===== src/rtl/counter_step_sched_pkg.sv =====
// -----------------------------------------------------------------------------
// counter_sched_pkg
// Shared types and constants for the counter step scheduler.
//   state_t        : scheduler FSM states (IDLE / RUN / DONE)
//   DIR_UP/DOWN    : encoding of the per-requester direction bit
//   cmd_t          : latched command (direction + step size)
//   DEF_X/N/L      : default count width, modulus and length width
//   owner_onehot() : maps a requester index to its one-hot grant vector
// -----------------------------------------------------------------------------
package counter_sched_pkg;

  localparam int DEF_X = 3;
  localparam int DEF_N = 6;
  localparam int DEF_L = 4;

  localparam logic DIR_UP   = 1'b0;
  localparam logic DIR_DOWN = 1'b1;

  typedef enum logic [1:0] {
    ST_IDLE = 2'd0,
    ST_RUN  = 2'd1,
    ST_DONE = 2'd2
  } state_t;

  typedef struct packed {
    logic       dir;
    logic [1:0] step;
  } cmd_t;

  function automatic logic [1:0] owner_onehot(input logic owner);
    return owner ? 2'b10 : 2'b01;
  endfunction

endpackage


===== src/rtl/counter_step_sched_step_counter.sv =====
// -----------------------------------------------------------------------------
// step_counter
// Shared modulo-N counter with a programmable step and direction.
//   clk, reset : clock, asynchronous active-high reset
//   i_en       : apply one update on this edge
//   i_dir      : DIR_UP / DIR_DOWN
//   i_step     : step size 0..3
//   o_count    : current count (held between updates)
//   o_wrap     : pulses in the cycle a wrapped value first appears on o_count
// Up  : count >= N-step -> 0 (wrap), else count+step.
// Down: count == 0      -> N-step (wrap), else count-step.
// A zero step never moves the counter and never wraps; this also covers the
// down-from-0 case whose raw result N is clamped back to 0.
// -----------------------------------------------------------------------------
module step_counter
  import counter_sched_pkg::*;
#(
  parameter int X = DEF_X,
  parameter int N = DEF_N
) (
  input  logic         clk,
  input  logic         reset,
  input  logic         i_en,
  input  logic         i_dir,
  input  logic [1:0]   i_step,
  output logic [X-1:0] o_count,
  output logic         o_wrap
);

  logic [X-1:0] r_count;
  logic         r_wrap;
  logic [X-1:0] w_next;
  logic         w_wrap;
  // Two guard bits so N (which may equal 2^X) and N-step fit without overflow.
  logic [X+1:0] w_cnt_ext;
  logic [X+1:0] w_thr;

  assign w_cnt_ext = {2'b00, r_count};
  assign w_thr     = (X+2)'(N) - (X+2)'(i_step);

  always_comb begin
    w_next = r_count;
    w_wrap = 1'b0;
    if (i_step == 2'd0) begin
      w_next = r_count;
    end else if (i_dir == DIR_UP) begin
      if (w_cnt_ext >= w_thr) begin
        w_next = '0;
        w_wrap = 1'b1;
      end else begin
        w_next = r_count + X'(i_step);
      end
    end else begin
      if (r_count == '0) begin
        w_next = w_thr[X-1:0];
        w_wrap = 1'b1;
      end else begin
        // A step larger than the count underflows modulo 2^X.
        w_next = r_count - X'(i_step);
      end
    end
  end

  always_ff @(posedge clk or posedge reset) begin
    if (reset) begin
      r_count <= '0;
      r_wrap  <= 1'b0;
    end else begin
      r_wrap <= i_en & w_wrap;
      if (i_en) r_count <= w_next;
    end
  end

  assign o_count = r_count;
  assign o_wrap  = r_wrap;

endmodule


===== src/rtl/counter_step_sched.sv =====
// -----------------------------------------------------------------------------
// counter_step_sched
// Two-requester scheduler owning one shared step counter. A granted requester
// issues a latched command of len updates (dir, step); the owner gets a
// one-cycle done pulse, then the block idles for at least one cycle.
//   clk, reset        : clock, asynchronous active-high reset
//   req[1:0]          : request per requester
//   dir[1:0]          : per-requester direction (0 up, 1 down)
//   step0, step1      : per-requester step size 0..3
//   len0, len1        : per-requester number of counter updates
//   gnt[1:0]          : one-hot owner, 00 when idle
//   busy              : gnt nonzero
//   done[1:0]         : one-cycle completion pulse for the owner
//   count[X-1:0]      : shared counter value
//   wrap              : one-cycle pulse with a wrapped count value
// Optional feature, macro SCHED_ABORT_EN:
//   abort (in)        : in RUN, jump to DONE without an update on that edge
//   aborted (out)     : pulses together with done for an aborted command
// Arbitration: on simultaneous requests the requester not served last wins;
// last-served resets to requester 1 so requester 0 wins first.
// -----------------------------------------------------------------------------
module counter_step_sched
  import counter_sched_pkg::*;
#(
  parameter int X = DEF_X,
  parameter int N = DEF_N,
  parameter int L = DEF_L
) (
  input  logic         clk,
  input  logic         reset,
  input  logic [1:0]   req,
  input  logic [1:0]   dir,
  input  logic [1:0]   step0,
  input  logic [1:0]   step1,
  input  logic [L-1:0] len0,
  input  logic [L-1:0] len1,
`ifdef SCHED_ABORT_EN
  input  logic         abort,
  output logic         aborted,
`endif
  output logic [1:0]   gnt,
  output logic         busy,
  output logic [1:0]   done,
  output logic [X-1:0] count,
  output logic         wrap
);

  state_t       r_state;
  state_t       w_next_state;
  logic         r_owner;
  logic         r_last;
  cmd_t         r_cmd;
  logic [L-1:0] r_rem;
  logic         w_win;
  logic         w_grant;
  logic         w_upd;
  logic         w_abort;

`ifdef SCHED_ABORT_EN
  logic r_aborted;
  assign w_abort = abort;
`else
  assign w_abort = 1'b0;
`endif

  // Winner among pending requests; only meaningful when req != 0.
  always_comb begin
    w_win = 1'b0;
    case (req)
      2'b10:   w_win = 1'b1;
      2'b11:   w_win = ~r_last;
      default: w_win = 1'b0;
    endcase
  end

  assign w_grant = (r_state == ST_IDLE) && (req != 2'b00);
  // Remaining==0 edge only retires the command; abort suppresses the update.
  assign w_upd   = (r_state == ST_RUN) && (r_rem != '0) && !w_abort;

  // FSM: state register
  always_ff @(posedge clk or posedge reset) begin
    if (reset) r_state <= ST_IDLE;
    else       r_state <= w_next_state;
  end

  // FSM: next state
  always_comb begin
    w_next_state = r_state;
    case (r_state)
      ST_IDLE: if (req != 2'b00) w_next_state = ST_RUN;
      ST_RUN:  if (w_abort || (r_rem == '0)) w_next_state = ST_DONE;
      ST_DONE: w_next_state = ST_IDLE;
      default: w_next_state = ST_IDLE;
    endcase
  end

  // FSM: outputs (gnt held through RUN and DONE)
  always_comb begin
    gnt  = 2'b00;
    done = 2'b00;
    busy = 1'b0;
    if (r_state != ST_IDLE) begin
      gnt  = owner_onehot(r_owner);
      busy = 1'b1;
    end
    if (r_state == ST_DONE) done = owner_onehot(r_owner);
  end

  // Command latch, remaining counter and last-served bookkeeping.
  always_ff @(posedge clk or posedge reset) begin
    if (reset) begin
      r_owner <= 1'b0;
      r_last  <= 1'b1;
      r_cmd   <= '0;
      r_rem   <= '0;
    end else begin
      if (w_grant) begin
        r_owner <= w_win;
        r_cmd   <= w_win ? cmd_t'{dir: dir[1], step: step1}
                         : cmd_t'{dir: dir[0], step: step0};
        r_rem   <= w_win ? len1 : len0;
      end else if (w_upd) begin
        r_rem <= r_rem - 1'b1;
      end
      if (r_state == ST_DONE) r_last <= r_owner;
    end
  end

`ifdef SCHED_ABORT_EN
  always_ff @(posedge clk or posedge reset) begin
    if (reset)                            r_aborted <= 1'b0;
    else if (r_state == ST_RUN && abort)  r_aborted <= 1'b1;
    else if (r_state == ST_DONE)          r_aborted <= 1'b0;
  end

  assign aborted = (r_state == ST_DONE) && r_aborted;
`endif

  step_counter #(
    .X (X),
    .N (N)
  ) u_step_counter (
    .clk     (clk),
    .reset   (reset),
    .i_en    (w_upd),
    .i_dir   (r_cmd.dir),
    .i_step  (r_cmd.step),
    .o_count (count),
    .o_wrap  (wrap)
  );

endmodule


===== config.mk =====
export PLATFORM = sky130hd
export DESIGN_NAME = counter_step_sched
export DESIGN_NICKNAME = d
export VERILOG_FILES = /design/src/rtl/counter_step_sched_pkg.sv /design/src/rtl/counter_step_sched_step_counter.sv /design/src/rtl/counter_step_sched.sv
export SDC_FILE = /design/constraint.sdc
export NUM_CORES = 1
export LEC_CHECK = 0
export ABC_AREA = 0
export CAP_MARGIN = 10
export CORE_ASPECT_RATIO = 1.25
export CORE_MARGIN = 2
export CORE_UTILIZATION = 43
export DETAILED_ROUTE_END_ITERATION = 8
export PLACE_DENSITY = 0.74
export RECOVER_POWER = 25
export SKIP_LAST_GASP = 1
export SYNTH_ARGS = -nofsm -noshare
export SYNTH_HDL_FRONTEND = slang
export SYNTH_SLANG_ARGS = --single-unit

===== constraint.sdc =====
create_clock -name clk -period 1.95 [get_ports clk]
set_clock_uncertainty 0.15 [all_clocks]
set_input_delay 0.39 -clock clk [delete_from_list [all_inputs] [get_ports clk]]
set_output_delay 0.39 -clock clk [all_outputs]
set_load 0.005 [all_outputs]

-- Word-level counts from Yosys, hierarchy flattened
Index checks and enable logic that the tools add are counted.
- word-level logic and storage cells: 53
- input port bits: 18
- register bits after elaboration: 15
- add/sub/neg operators: 4
- reductions and logical operators: 12
- bitwise gates (word level): 3
- muxes and demuxes: 19
- magnitude comparators: 1
- equal/unequal tests: 6
- operators by type and width (kind ; number):
    3-bit 2-to-1 mux ; 4
    4-bit 2-to-1 mux ; 3
    2-bit 2-to-1 mux ; 5
    2-bit equality test, second input constant ; 3
    2-bit nonzero test ; 3
    3-bit by 5-bit greater-or-equal comparator with 1-bit output ; 1
    1-bit 2-to-1 mux ; 5
    2-bit logical NOT ; 2
    4-bit logical NOT ; 1
    2-bit by 1-bit inequality test with 1-bit output, second input constant ; 2
    2-bit one-hot mux with 2 select lines ; 1
    2-bit AND reduction ; 2
    4-bit nonzero test ; 1
    3-bit by 2-bit subtractor with 4-bit output, first input constant ; 1
    4-bit by 1-bit subtractor with 4-bit output, second input constant ; 1
    3-bit by 2-bit adder with 3-bit output ; 1
    3-bit logical NOT ; 1
    3-bit by 2-bit subtractor with 3-bit output ; 1
    2-bit by 1-bit equality test with 1-bit output, second input constant ; 1
    1-bit logical AND ; 2
    1-bit inverter ; 2
    1-bit one-hot mux with 2 select lines ; 1
    1-bit bitwise AND ; 1

-- Logic depth before layout (Yosys ltp)
- depth after elaboration: 6
- depth in mapped cells: 7

-- By module
Synthesis repeated with hierarchy kept, for this count alone.
- cells, all modules: 107
- area total of the unflattened synthesis: 1013.5 um^2
- modules (own cells, without submodules) (module ; times used ; area each (um^2) ; cells each):
    counter_step_sched ; 1 ; 620.6 ; 66
    step_counter ; 1 ; 392.9 ; 41

-- Worst setup path after synthesis
No wires, ideal clock.
- path type: reg-to-reg
- start: reg r_cmd[1] (netlist name)
- end: reg u_step_counter.r_count[2] (netlist: u_step_counter.o_count[2])
- arrival: 1771 ps
- stages on the path, launching flop included: 7
- path buffers: 0
- period minus slack after synthesis: 1987 ps
- slack: -37 ps
- cells stage by stage: dfrtp_1 -> ha_1 -> ha_1 -> a21o_1 -> a311o_1 -> o2111ai_1 -> o211a_1
- word-level cells in the longest chain between the ends: 4
- elaborated cells between the ends (all ways): 10
- ends and longest elaborated chain (what ; line ; RTL):
    from (decl) ; counter_step_sched.sv:52 ; cmd_t r_cmd;
    from (signal assigned) ; counter_step_sched.sv:119 ; r_cmd <= w_win ? cmd_t'{dir: dir[1], step: step1}
    3-bit by 2-bit subtractor with 4-bit output ; counter_step_sched_step_counter.sv:39 ; assign w_thr = (X+2)'(N) - (X+2)'(i_step);
    3-bit by 5-bit greater-or-equal comparator with 1-bit output ; counter_step_sched_step_counter.sv:47 ; if (w_cnt_ext >= w_thr) begin
    3-bit 2-to-1 mux ; counter_step_sched_step_counter.sv:47 ;
    3-bit 2-to-1 mux ; counter_step_sched_step_counter.sv:46 ; end else if (i_dir == DIR_UP) begin
    to (signal assigned) ; counter_step_sched_step_counter.sv:70 ; if (i_en) r_count <= w_next;
    to (decl) ; counter_step_sched_step_counter.sv:30 ; logic [X-1:0] r_count;
Parallel ways exist; a longest one is shown, timed or not.
A chain may end at the register's enable or synchronous reset.

-- Worst setup path after layout
- start: reg r_cmd[0] (netlist name)
- end: reg u_step_counter.r_count[2] (netlist: u_step_counter.o_count[2])
The elaborated chain is that of the path after synthesis.

==> PnR_summary.wiki <==
{| class="wikitable"
! Metric !! Value
|-
| Min Tclk post-route || 2017 ps
|-
| Number of global-route vias before repair || 1003
|-
| Number of nets in the layout || 180
|-
| Number of warning messages in the yosys log || 0
|-
| Filler Cell Count || 171
|-
| Worst-Margin Slew || 583.6 ps
|-
| Root buf cell || sky130_fd_sc_hd__clkbuf_4
|-
| Number of buffers created by CTS || 3
|-
| Total leakage power || 0.0007408 uW
|-
| Maximum resistive drop on vdd || 1023 uV
|-
| Cell Rows || 19
|-
| Crit path DAT || 2050 ps
|-
| Largest net degree at the start of global routing || 16
|-
| RSZ-0062 raised after global routing || true
|-
| Final setup violation count || 1
|-
| Vias per inst || 5.262
|-
| Layout-stage area growth over the synthesis result || 54.34%
|-
| Total non-filler cell area in the finished layout || 0.001556 mm^2
|-
| Wirelength, routed || 2463 um
|-
| Initial core utilization || 45.61%
|-
| Netlist Area Pre-Place || 0.001008 mm^2
|-
| Area used by sequential logic in the layout || 381.6 um^2
|-
| Worst R2R End || u_step_counter.o_count[2]
|-
| Pwr/cell area || 1597 mW/mm^2
|-
| Number of DRC markers after the initial detailed-route iteration || 30
|-
| Clock Latency Late Sink || 280 ps
|-
| Number of search-and-repair iterations in the first detailed-routing pass || 4
|-
| Worst setup path class || reg2reg
|-
| Cell type contributing the most total cell area after synthesis || sky130_fd_sc_hd__dfrtp_1
|-
| Number of antenna violations at the first check in global routing || 0
|-
| Buffer depth of the longest clock path || 2
|-
| Main flop type after synthesis || sky130_fd_sc_hd__dfrtp_1
|-
| Worst max-slew margin expressed relative to the limit || 61.05%
|-
| Most instantiated cells after synthesis || 14 x sky130_fd_sc_hd__dfrtp_1, 12 x sky130_fd_sc_hd__nor2_1, 9 x sky130_fd_sc_hd__inv_1
|-
| Average cell area after synthesis || 9.604 um^2
|-
| Multi-input gate area || 663.1 um^2
|-
| Most common cell in the netlist || sky130_fd_sc_hd__dfrtp_1
|-
| Area share of the largest cell type after synthesis || 34.74%
|-
| Launch point of the worst reg-to-reg path || r_cmd[0]
|-
| Kind of path behind the tightest hold check || reg2reg
|-
| Synth async-reset ratio || 100.0%
|-
| Violated checks || setup timing
|-
| Count of port buffers added during placement || 26
|-
| DRC viols || 0
|-
| Max-capacitance violation count || 0
|-
| Critical path startpoint category || flip-flop
|-
| Worst hold slack after final layout || 373.0 ps
|-
| Global-route wire length before repair || 3953 um
|-
| CTS tree || yes
|-
| CP required || 1980 ps
|-
| Mapped Nets || 132
|-
| Gr ovfl total || 0
|-
| Y dimension of the die || 58.15 um
|-
| Post-Synthesis Cells || 105
|-
| Min-Delay Path Depth || 1
|-
| CP Launch Point || r_cmd[0]
|-
| End point of the critical path || u_step_counter.o_count[2]
|-
| Number of synthesized register bits || 15
|-
| Global-route usage over all layers || 19.28%
|-
| Result of the run || finished, violations left
|-
| Total number of H-tree levels || 1
|-
| Antenna viol nets, final || 0
|-
| Synth area leaders || sky130_fd_sc_hd__dfrtp_1 35%, sky130_fd_sc_hd__ha_1 8.7%, sky130_fd_sc_hd__mux2i_1 6.9%
|-
| Final setup margin || -67.01 ps
|-
| Post-DR wirelength/cell || 13.46 um
|-
| Chip Width || 47.32 um
|-
| Crit-path max FO || 4
|-
| Depth of the worst register-to-register path || 7
|-
| Placeable Area || 0.002211 mm^2
|-
| Diodes inserted || 0
|-
| Share of cells above drive strength 1 || 28.95%
|-
| Fraction of the cycle the final worst path needs || 103.4%
|-
| Die footprint || 0.002751 mm^2
|-
| Worst-path clk slew || 90 ps
|-
| Post-synth cell types || 37
|-
| HPWL after detailed placement || 1819 um
|-
| Number of endpoints with negative hold slack in the final report || 0
|-
| FMAX || 0.4958 GHz
|-
| Routability cong. || 0.8812
|-
| Aggregate negative setup slack || -67.01 ps
|-
| Minimum setup slack among reg-to-reg paths || -70 ps
|-
| EDFF count, synth || 0
|-
| Sequential element share of the synthesized area || 37.34%
|-
| # hold bufs at CTS || 0
|-
| Routed vias || 963
|-
| Endpoint class of the critical path || flip-flop
|-
| Cell area after placement || 0.001391 mm^2
|-
| CTS sink cnt || 15
|-
| Number of top-level design ports || 27
|-
| Final-report max-slew violation count || 0
|}
[timing repair]
| item | in CTS | in global routing |
|---|---|---|
| endpoints found under the setup margin | 8 | 8 |
| gates resized for setup | 4 | 17 |
| pin swaps | 2 | 7 |
| setup buffers | 4 | 5 |
[sequential cells by signal, summed over array words and instances, names as in the netlist]
signal,count
u_step_counter.o_wrap,1
r_last,1
u_step_counter.o_count,3
r_state,2
r_cmd,3
r_rem,4
r_owner,1
[worst max-delay path, stage by stage, from the launching register on]
cell	delay, ps
sky130_fd_sc_hd__dfrtp_2	450
sky130_fd_sc_hd__buf_4	150
sky130_fd_sc_hd__ha_2	190
sky130_fd_sc_hd__fa_2	350
sky130_fd_sc_hd__o21ai_0	90
sky130_fd_sc_hd__o31ai_1	100
sky130_fd_sc_hd__a221o_1	300
sky130_fd_sc_hd__o211a_1	120
[cells in the final DEF (no fill, tap or decap), types with 2 or more instances in the layout]
master                            synthesis  final
sky130_fd_sc_hd__a21oi_1                  5      5
sky130_fd_sc_hd__ha_4                     0      4
sky130_fd_sc_hd__nand2_1                  6      6
sky130_fd_sc_hd__a211oi_1                 2      2
sky130_fd_sc_hd__nand2b_1                 4      3
sky130_fd_sc_hd__nor2b_1                  3      3
sky130_fd_sc_hd__dlygate4sd2_1            0      2
sky130_fd_sc_hd__a21o_1                   3      3
sky130_fd_sc_hd__a311o_1                  2      2
sky130_fd_sc_hd__inv_1                    9      7
sky130_fd_sc_hd__dfrtp_1                 14     10
sky130_fd_sc_hd__buf_4                    0     20
sky130_fd_sc_hd__o21ai_0                  5      5
sky130_fd_sc_hd__clkdlybuf4s50_1          0     21
sky130_fd_sc_hd__dfrtp_2                  0      4
sky130_fd_sc_hd__clkbuf_4                 0      3
sky130_fd_sc_hd__inv_2                    0      2
sky130_fd_sc_hd__mux2i_1                  7      7
sky130_fd_sc_hd__nor2_1                  12     10
sky130_fd_sc_hd__dlymetal6s2s_1           0      2
sky130_fd_sc_hd__ha_1                     7      2
[layout make-up]
class,count,share of cell area [%]
Clock buffer,4,1.688
Timing Repair Buffer,46,26.53
Inverter,9,2.170
Sequential cell,15,24.52
Multi-Input combinational cell,78,42.60
Tap cell,31,2.492
[worst min-delay path by stage]
stage,slack [ps],from,end
after floorplan,140,reset,r_cmd[0]
after global placement,350,r_last,r_last
after detailed placement,360,r_last,r_last
after CTS,330,reset,u_step_counter.o_count[1]
after global routing,380,r_last,r_last
final,370,r_last,r_last
[kinds of logic after synthesis]
kind of cell | after synthesis | share of synthesized area (%)
simple gates | 33 | 17.99
compound gates | 28 | 19.48
flops | 15 | 37.35
buf+inv | 12 | 4.714
fa+ha+maj | 9 | 12.65
mux | 7 | 6.948
xor+xnor | 1 | 0.8686
[where the power goes]
part           leakage, uW  internal, uW  switching, uW
Clock            0.0000150          79.3           98.2
Combinational     0.000550           937            736
Sequential        0.000176           470            165
[routing by layer]
layer | up-vias | routed length [um] | global-route usage, %
li1 | 468 | - | -
met1 | 458 | 957 | 22.05
met2 | 31 | 1372 | 34.17
met3 | 6 | 96 | 3.115
met4 | 0 | 36 | 7.143
met5 | - | 0 | 0
[metrics by stage]
stage / util, % / total power [uW] / cells / worst slack [ps]
detailed placement: 62.93 / 2020 / 170 / -64.89
global route: 70.40 / 2707 / 183 / -146.7
finish: 70.40 / 2486 / 183 / -67.01
floorplan: - / 1493 / 105 / 34.10
CTS: 65.70 / 2252 / 178 / -57.64
global placement: 62.93 / 1966 / 170 / -57.38
No activity file was read; power rests on OpenSTA's default activity.
